[config.mk]
export PLATFORM = sky130hd
export DESIGN_NAME = alu_risc_mc_controller
export DESIGN_NICKNAME = d
export VERILOG_FILES = /design/src/rtl/alu_risc_mc_controller.sv
export SDC_FILE = /design/constraint.sdc
export NUM_CORES = 1
export LEC_CHECK = 0
export ABC_AREA = 1
export CORE_MARGIN = 4
export CORE_UTILIZATION = 36
export DETAILED_ROUTE_END_ITERATION = 7
export GPL_TIMING_DRIVEN = 0
export PLACE_DENSITY = 0.75
export SETUP_SLACK_MARGIN = 0.4
export SLEW_MARGIN = 0
export SYNTH_ARGS = -nofsm -noshare
export SYNTH_HDL_FRONTEND = slang
export SYNTH_SLANG_ARGS = --single-unit
export TNS_END_PERCENT = 1
[constraint.sdc]
create_clock -name clk -period 1.5 [get_ports clk]
set_input_delay 0.3 -clock clk [delete_from_list [all_inputs] [get_ports clk]]
set_output_delay 0.3 -clock clk [all_outputs]
set_load 0.02 [all_outputs]
[src/rtl/alu_risc_mc_controller.sv]
// +--------------------------------------------------------------------------+
// | alu_risc_mc_controller                                                   |
// | Multicycle RISC-V control FSM and ALU decoder driving the alu_risc path. |
// | Revision: 1.0                                                            |
// +--------------------------------------------------------------------------+
`default_nettype none

module alu_risc_mc_controller (
  input  logic       clk,
  input  logic       rst,
  input  logic [6:0] op,
  input  logic [2:0] funct3,
  input  logic       funct7b5,
  input  logic       Zero,
  output logic       PCWrite,
  output logic       AdrSrc,
  output logic       MemWrite,
  output logic       IRWrite,
  output logic [1:0] ResultSrc,
  output logic [1:0] ALUSrcA,
  output logic [1:0] ALUSrcB,
  output logic [1:0] ImmSrc,
  output logic       RegWrite,
  output logic [2:0] ALUControl,
  output logic       IllegalOp
);

  localparam logic [3:0] S_FETCH    = 4'd0;
  localparam logic [3:0] S_DECODE   = 4'd1;
  localparam logic [3:0] S_MEMADR   = 4'd2;
  localparam logic [3:0] S_MEMREAD  = 4'd3;
  localparam logic [3:0] S_MEMWB    = 4'd4;
  localparam logic [3:0] S_MEMWRITE = 4'd5;
  localparam logic [3:0] S_EXECR    = 4'd6;
  localparam logic [3:0] S_EXECI    = 4'd7;
  localparam logic [3:0] S_ALUWB    = 4'd8;
  localparam logic [3:0] S_JAL      = 4'd9;
  localparam logic [3:0] S_BEQ      = 4'd10;

  localparam logic [6:0] C_OP_LW  = 7'b0000011;
  localparam logic [6:0] C_OP_SW  = 7'b0100011;
  localparam logic [6:0] C_OP_R   = 7'b0110011;
  localparam logic [6:0] C_OP_I   = 7'b0010011;
  localparam logic [6:0] C_OP_JAL = 7'b1101111;
  localparam logic [6:0] C_OP_BEQ = 7'b1100011;

  logic [3:0] state_q;
  logic [3:0] state_d;
  logic [3:0] w_state;
  logic       w_pc_update;
  logic       w_branch;
  logic [1:0] w_alu_op;
  logic       w_irwrite;
  logic       w_memwrite;
  logic       w_regwrite;
  logic       w_illegal;

  always_ff @(posedge clk) begin
    if (rst) begin
      state_q <= S_FETCH;
    end else begin
      state_q <= state_d;
    end
  end

  always_comb begin
    state_d = S_FETCH;
    case (state_q)
      S_FETCH:    state_d = S_DECODE;
      S_DECODE: begin
        case (op)
          C_OP_LW, C_OP_SW: state_d = S_MEMADR;
          C_OP_R:           state_d = S_EXECR;
          C_OP_I:           state_d = S_EXECI;
          C_OP_JAL:         state_d = S_JAL;
          C_OP_BEQ:         state_d = S_BEQ;
          default:          state_d = S_FETCH;
        endcase
      end
      S_MEMADR:   state_d = (op == C_OP_LW) ? S_MEMREAD : S_MEMWRITE;
      S_MEMREAD:  state_d = S_MEMWB;
      S_MEMWB:    state_d = S_FETCH;
      S_MEMWRITE: state_d = S_FETCH;
      S_EXECR:    state_d = S_ALUWB;
      S_EXECI:    state_d = S_ALUWB;
      S_ALUWB:    state_d = S_FETCH;
      S_JAL:      state_d = S_ALUWB;
      S_BEQ:      state_d = S_FETCH;
      default:    state_d = S_FETCH;
    endcase
  end

  // Reset shows FETCH selects regardless of the abandoned state; enables are masked below.
  assign w_state = rst ? S_FETCH : state_q;

  always_comb begin
    w_pc_update = 1'b0;
    w_branch    = 1'b0;
    w_alu_op    = 2'b00;
    w_irwrite   = 1'b0;
    w_memwrite  = 1'b0;
    w_regwrite  = 1'b0;
    w_illegal   = 1'b0;
    AdrSrc      = 1'b0;
    ResultSrc   = 2'b00;
    ALUSrcA     = 2'b00;
    ALUSrcB     = 2'b00;
    case (w_state)
      S_FETCH: begin
        w_irwrite   = 1'b1;
        w_pc_update = 1'b1;
        ALUSrcB     = 2'b10;
        ResultSrc   = 2'b10;
      end
      S_DECODE: begin
        ALUSrcA = 2'b01;
        ALUSrcB = 2'b01;
        case (op)
          C_OP_LW, C_OP_SW, C_OP_R, C_OP_I, C_OP_JAL, C_OP_BEQ: w_illegal = 1'b0;
          default: w_illegal = 1'b1;
        endcase
      end
      S_MEMADR: begin
        ALUSrcA = 2'b10;
        ALUSrcB = 2'b01;
      end
      S_MEMREAD: begin
        AdrSrc = 1'b1;
      end
      S_MEMWB: begin
        ResultSrc  = 2'b01;
        w_regwrite = 1'b1;
      end
      S_MEMWRITE: begin
        AdrSrc     = 1'b1;
        w_memwrite = 1'b1;
      end
      S_EXECR: begin
        ALUSrcA  = 2'b10;
        w_alu_op = 2'b10;
      end
      S_EXECI: begin
        ALUSrcA  = 2'b10;
        ALUSrcB  = 2'b01;
        w_alu_op = 2'b10;
      end
      S_ALUWB: begin
        w_regwrite = 1'b1;
      end
      S_JAL: begin
        ALUSrcA     = 2'b01;
        ALUSrcB     = 2'b10;
        w_pc_update = 1'b1;
      end
      S_BEQ: begin
        ALUSrcA  = 2'b10;
        w_alu_op = 2'b01;
        w_branch = 1'b1;
      end
      default: begin
        w_pc_update = 1'b0;
      end
    endcase
  end

  assign PCWrite   = ~rst & (w_pc_update | (w_branch & Zero));
  assign IRWrite   = ~rst & w_irwrite;
  assign MemWrite  = ~rst & w_memwrite;
  assign RegWrite  = ~rst & w_regwrite;
  assign IllegalOp = ~rst & w_illegal;

  always_comb begin
    ImmSrc = 2'b00;
    case (op)
      C_OP_SW:  ImmSrc = 2'b01;
      C_OP_BEQ: ImmSrc = 2'b10;
      C_OP_JAL: ImmSrc = 2'b11;
      default:  ImmSrc = 2'b00;
    endcase
  end

  // Only R-type (op[5]=1) with funct7b5 subtracts; addi with a negative imm stays add.
  always_comb begin
    ALUControl = 3'b000;
    case (w_alu_op)
      2'b01: ALUControl = 3'b001;
      2'b10: begin
        case (funct3)
          3'b000:  ALUControl = (op[5] & funct7b5) ? 3'b001 : 3'b000;
          3'b010:  ALUControl = 3'b101;
          3'b110:  ALUControl = 3'b011;
          3'b111:  ALUControl = 3'b010;
          default: ALUControl = 3'b000;
        endcase
      end
      default: ALUControl = 3'b000;
    endcase
  end

endmodule

`default_nettype wire

==> impl_metrics.ini <==
[status]
outcome = complete, but fails checks
violations = negative setup slack

[timing]
drv_slew = 0
worstMarginPinSlew_ns = 0.246
period_share_pct = 135
skew_ns = 0.00823
finalSetupViolCount = 14
max_freq_mhz = 494
hold_viol = 0
fin_setup_tns_ns = -2.57
whs_ns = 0.470
worst_slack_ns = -0.525
fin_crit_ns = 2.02
slew_headroom_pct = 83.5
rsz0062_at_grt = yes

[critical_path]
cp.required_ns = 1.20
crit_fanout = 4
startpoint_type = flop
crit_type = reg -> out
cp_data_arrival_time_ns = 1.72
worstSetupEndpointType = output port

[die]
core-area_sq_um = 1580
dieArea_sq_um = 2500
initial_core_util_pct = 40.2
ioPinCount = 31
die_h_um = 50.0
die_w_um = 50.0
rows = 14

[placed_design]
dpl.hpwl_um = 1390
dpl.cell_count = 149
io_buffer_count = 30
gp_congestion = 0.747

[clocking]
clk_pin_slew_ns = 0.04
root_buffer = clkbuf_4
clock_path_buffers = 2
cts_tree = built
insertion_delay_ns = 0.24
numClockSinks = 4
ctsHoldBuffers = 0
htreeDepth = 1
numCtsBuffers = 3

[routing]
drt.antenna.violating_nets = 0
vias = 770
routed_via_density = 4.90
wl_um = 1760
wl_per_cell_um = 11.2
drc_errors = 0
drt_iter0_drc = 5
drt_first_pass_iters = 4

[synth]
synthSimpleGateAreaFrac_pct = 57.6
synth_top_family_by_area = simple AND/OR/NAND/NOR gates
ys_seq_elements = 4
ys_warn_count = 0
muxShareOfSynthArea_pct = 0
synth.yosys.seq_area_share_pct = 12.6
synth.avg_cell_area_sq_um = 6.16
syn_area_sq_um = 634
synthDistinctLibCells = 23
synth_cells = 103
synth-compound-area-share_pct = 12.2
synth-xor-area-share_pct = 0
syn_nets = 119
synth_fa_ha_area_share_pct = 3.94

[layout]
ff_latch_area_sq_um = 85.1
num-fill-cells = 141
fin_cells = 157
drive_above_1_share_pct = 52.5
antenna_cells = 0
syn2layout_area_growth_pct = 71.0
multi_input_area_sq_um = 562
largest_reg_flops = 4
utilization_pct = 68.8
top_regs = state_q: 4 flops
fin_nets = 159
top_register = state_q

[global_routing]
grt.total_usage_pct = 16.3
grt_use_met3_pct = 1.81
grt_busiest_layer = met2
use_met2_pct = 29.7
grt_pass1_vias = 709
met1_usage_pct = 17.8
grt_first_pass_wirelength_um = 3170
grt-ovfl-total = 0
antenna_found_initial = 0
grt_max_degree = 9

[power]
peakVddDrop_v = 0.000304
p_leak_nw = 0.474
power_density_nw_per_um2 = 385

[job]
cap_violations = 0

[hold_path]
worstHoldPathType = in -> reg
==> where the power goes <==
group | switching (W) | total (W) | internal [W]
Combinational | 0.0000942 | 0.000164 | 0.0000702
Clock | 0.0000469 | 0.000137 | 0.0000897
Sequential | 0.00000572 | 0.000116 | 0.000111
==> metrics by stage <==
| step | instance area, sq um | total power (W) | setup slack [ns] |
|---|---|---|---|
| global route | 1080 | 0.000446 | -0.650 |
| detailed placement | 1020 | 0.000286 | -1.48 |
| floorplan | 702 | 0.000205 | -0.231 |
| CTS | 1080 | 0.000420 | -0.516 |
| finish | 1080 | 0.000417 | -0.525 |
| global placement | 1020 | 0.000285 | -1.47 |
==> placed cells by master (no fill, tap or decap), types with 4 or more instances in the layout <==
| master | count |
|---|---|
| buf_4 | 14 |
| clkdlybuf4s50_1 | 6 |
| inv_1 | 10 |
| nand2_2 | 8 |
| inv_2 | 7 |
| inv_4 | 4 |
| nand2_1 | 20 |
| dlygate4sd2_1 | 6 |
| nor2_1 | 9 |
| dfxtp_2 | 4 |
| nor2_4 | 10 |
| buf_6 | 4 |
| nand3_1 | 6 |
==> critical path, cell delays in order, from the launching register on <==
cell	delay [ns]
dfxtp_2	0.35
inv_4	0.07
nor2_4	0.09
nand2_2	0.08
nor2_4	0.09
inv_2	0.05
ha_4	0.23
nor2_4	0.13
nand4_1	0.16
o221ai_4	0.09
buf_6	0.14
==> synthesized netlist by cell type <==
| cell type | n | area, sq um |
|---|---|---|
| nand4_1 | 2 | 12.5 |
| a21oi_1 | 3 | 15.0 |
| nor2_2 | 4 | 25.0 |
| dfxtp_1 | 4 | 80.1 |
| nand2_8 | 1 | 20.0 |
| nor2_1 | 12 | 45.0 |
| nor2_4 | 5 | 56.3 |
| nand2_4 | 2 | 22.5 |
| o21ai_2 | 1 | 8.76 |
| nand3_2 | 2 | 20.0 |
| o211ai_1 | 1 | 7.51 |
| ha_1 | 2 | 25.0 |
| o22ai_1 | 1 | 6.26 |
| a21oi_2 | 3 | 26.3 |
| inv_1 | 11 | 41.3 |
| o21ai_0 | 1 | 5.00 |
| nand2_1 | 23 | 86.3 |
| nor3_1 | 2 | 10.0 |
| inv_4 | 3 | 18.8 |
| nand2_2 | 6 | 37.5 |
| nand3_1 | 6 | 30.0 |
| o221ai_1 | 1 | 8.76 |
| inv_2 | 7 | 26.3 |
==> layer usage <==
layer	up-vias	wire length, um
li1	401	-
met1	332	688
met2	32	920
met3	5	115
met4	0	34
met5	-	0
==> area by class of cell <==
class | count | area share (%)
Sequential cell | 4 | 7.84
Tap cell | 16 | 1.85
Inverter | 21 | 8.19
Clock buffer | 3 | 2.08
Timing Repair Buffer | 35 | 28.3
Multi-Input combinational cell | 78 | 51.8
==> kinds of logic (layout without fill, tap and decap cells) <==
family	after synthesis	in the layout
AND/OR/NAND/NOR	65	65
buffers and inverters	21	59
AO/OA/AOI/OAI	11	11
flip-flops	4	4
adder cells (fa/ha/maj)	2	2
==> path summary, 6_finish.rpt <==
path / from / endpoint / slack [ns] / depth (start not counted)
setup / recovery: state_q[3]$_SDFF_PP0_ / ALUControl[0] / -0.52 / 10
hold / removal: rst / state_q[0]$_SDFF_PP0_ / 0.47 / 2
setup reg to reg: state_q[1]$_SDFF_PP0_ / state_q[2]$_SDFF_PP0_ / 0.49 / 7
hold reg to reg: state_q[0]$_SDFF_PP0_ / state_q[0]$_SDFF_PP0_ / 0.61 / 3
==> what timing repair did <==
action	in CTS	in global routing
setup endpoints to repair	21	21
resized for setup	99	5
gates cloned	0	0
pin swaps	8	2
setup buffers	5	0
(Power assumes the default switching activity.)
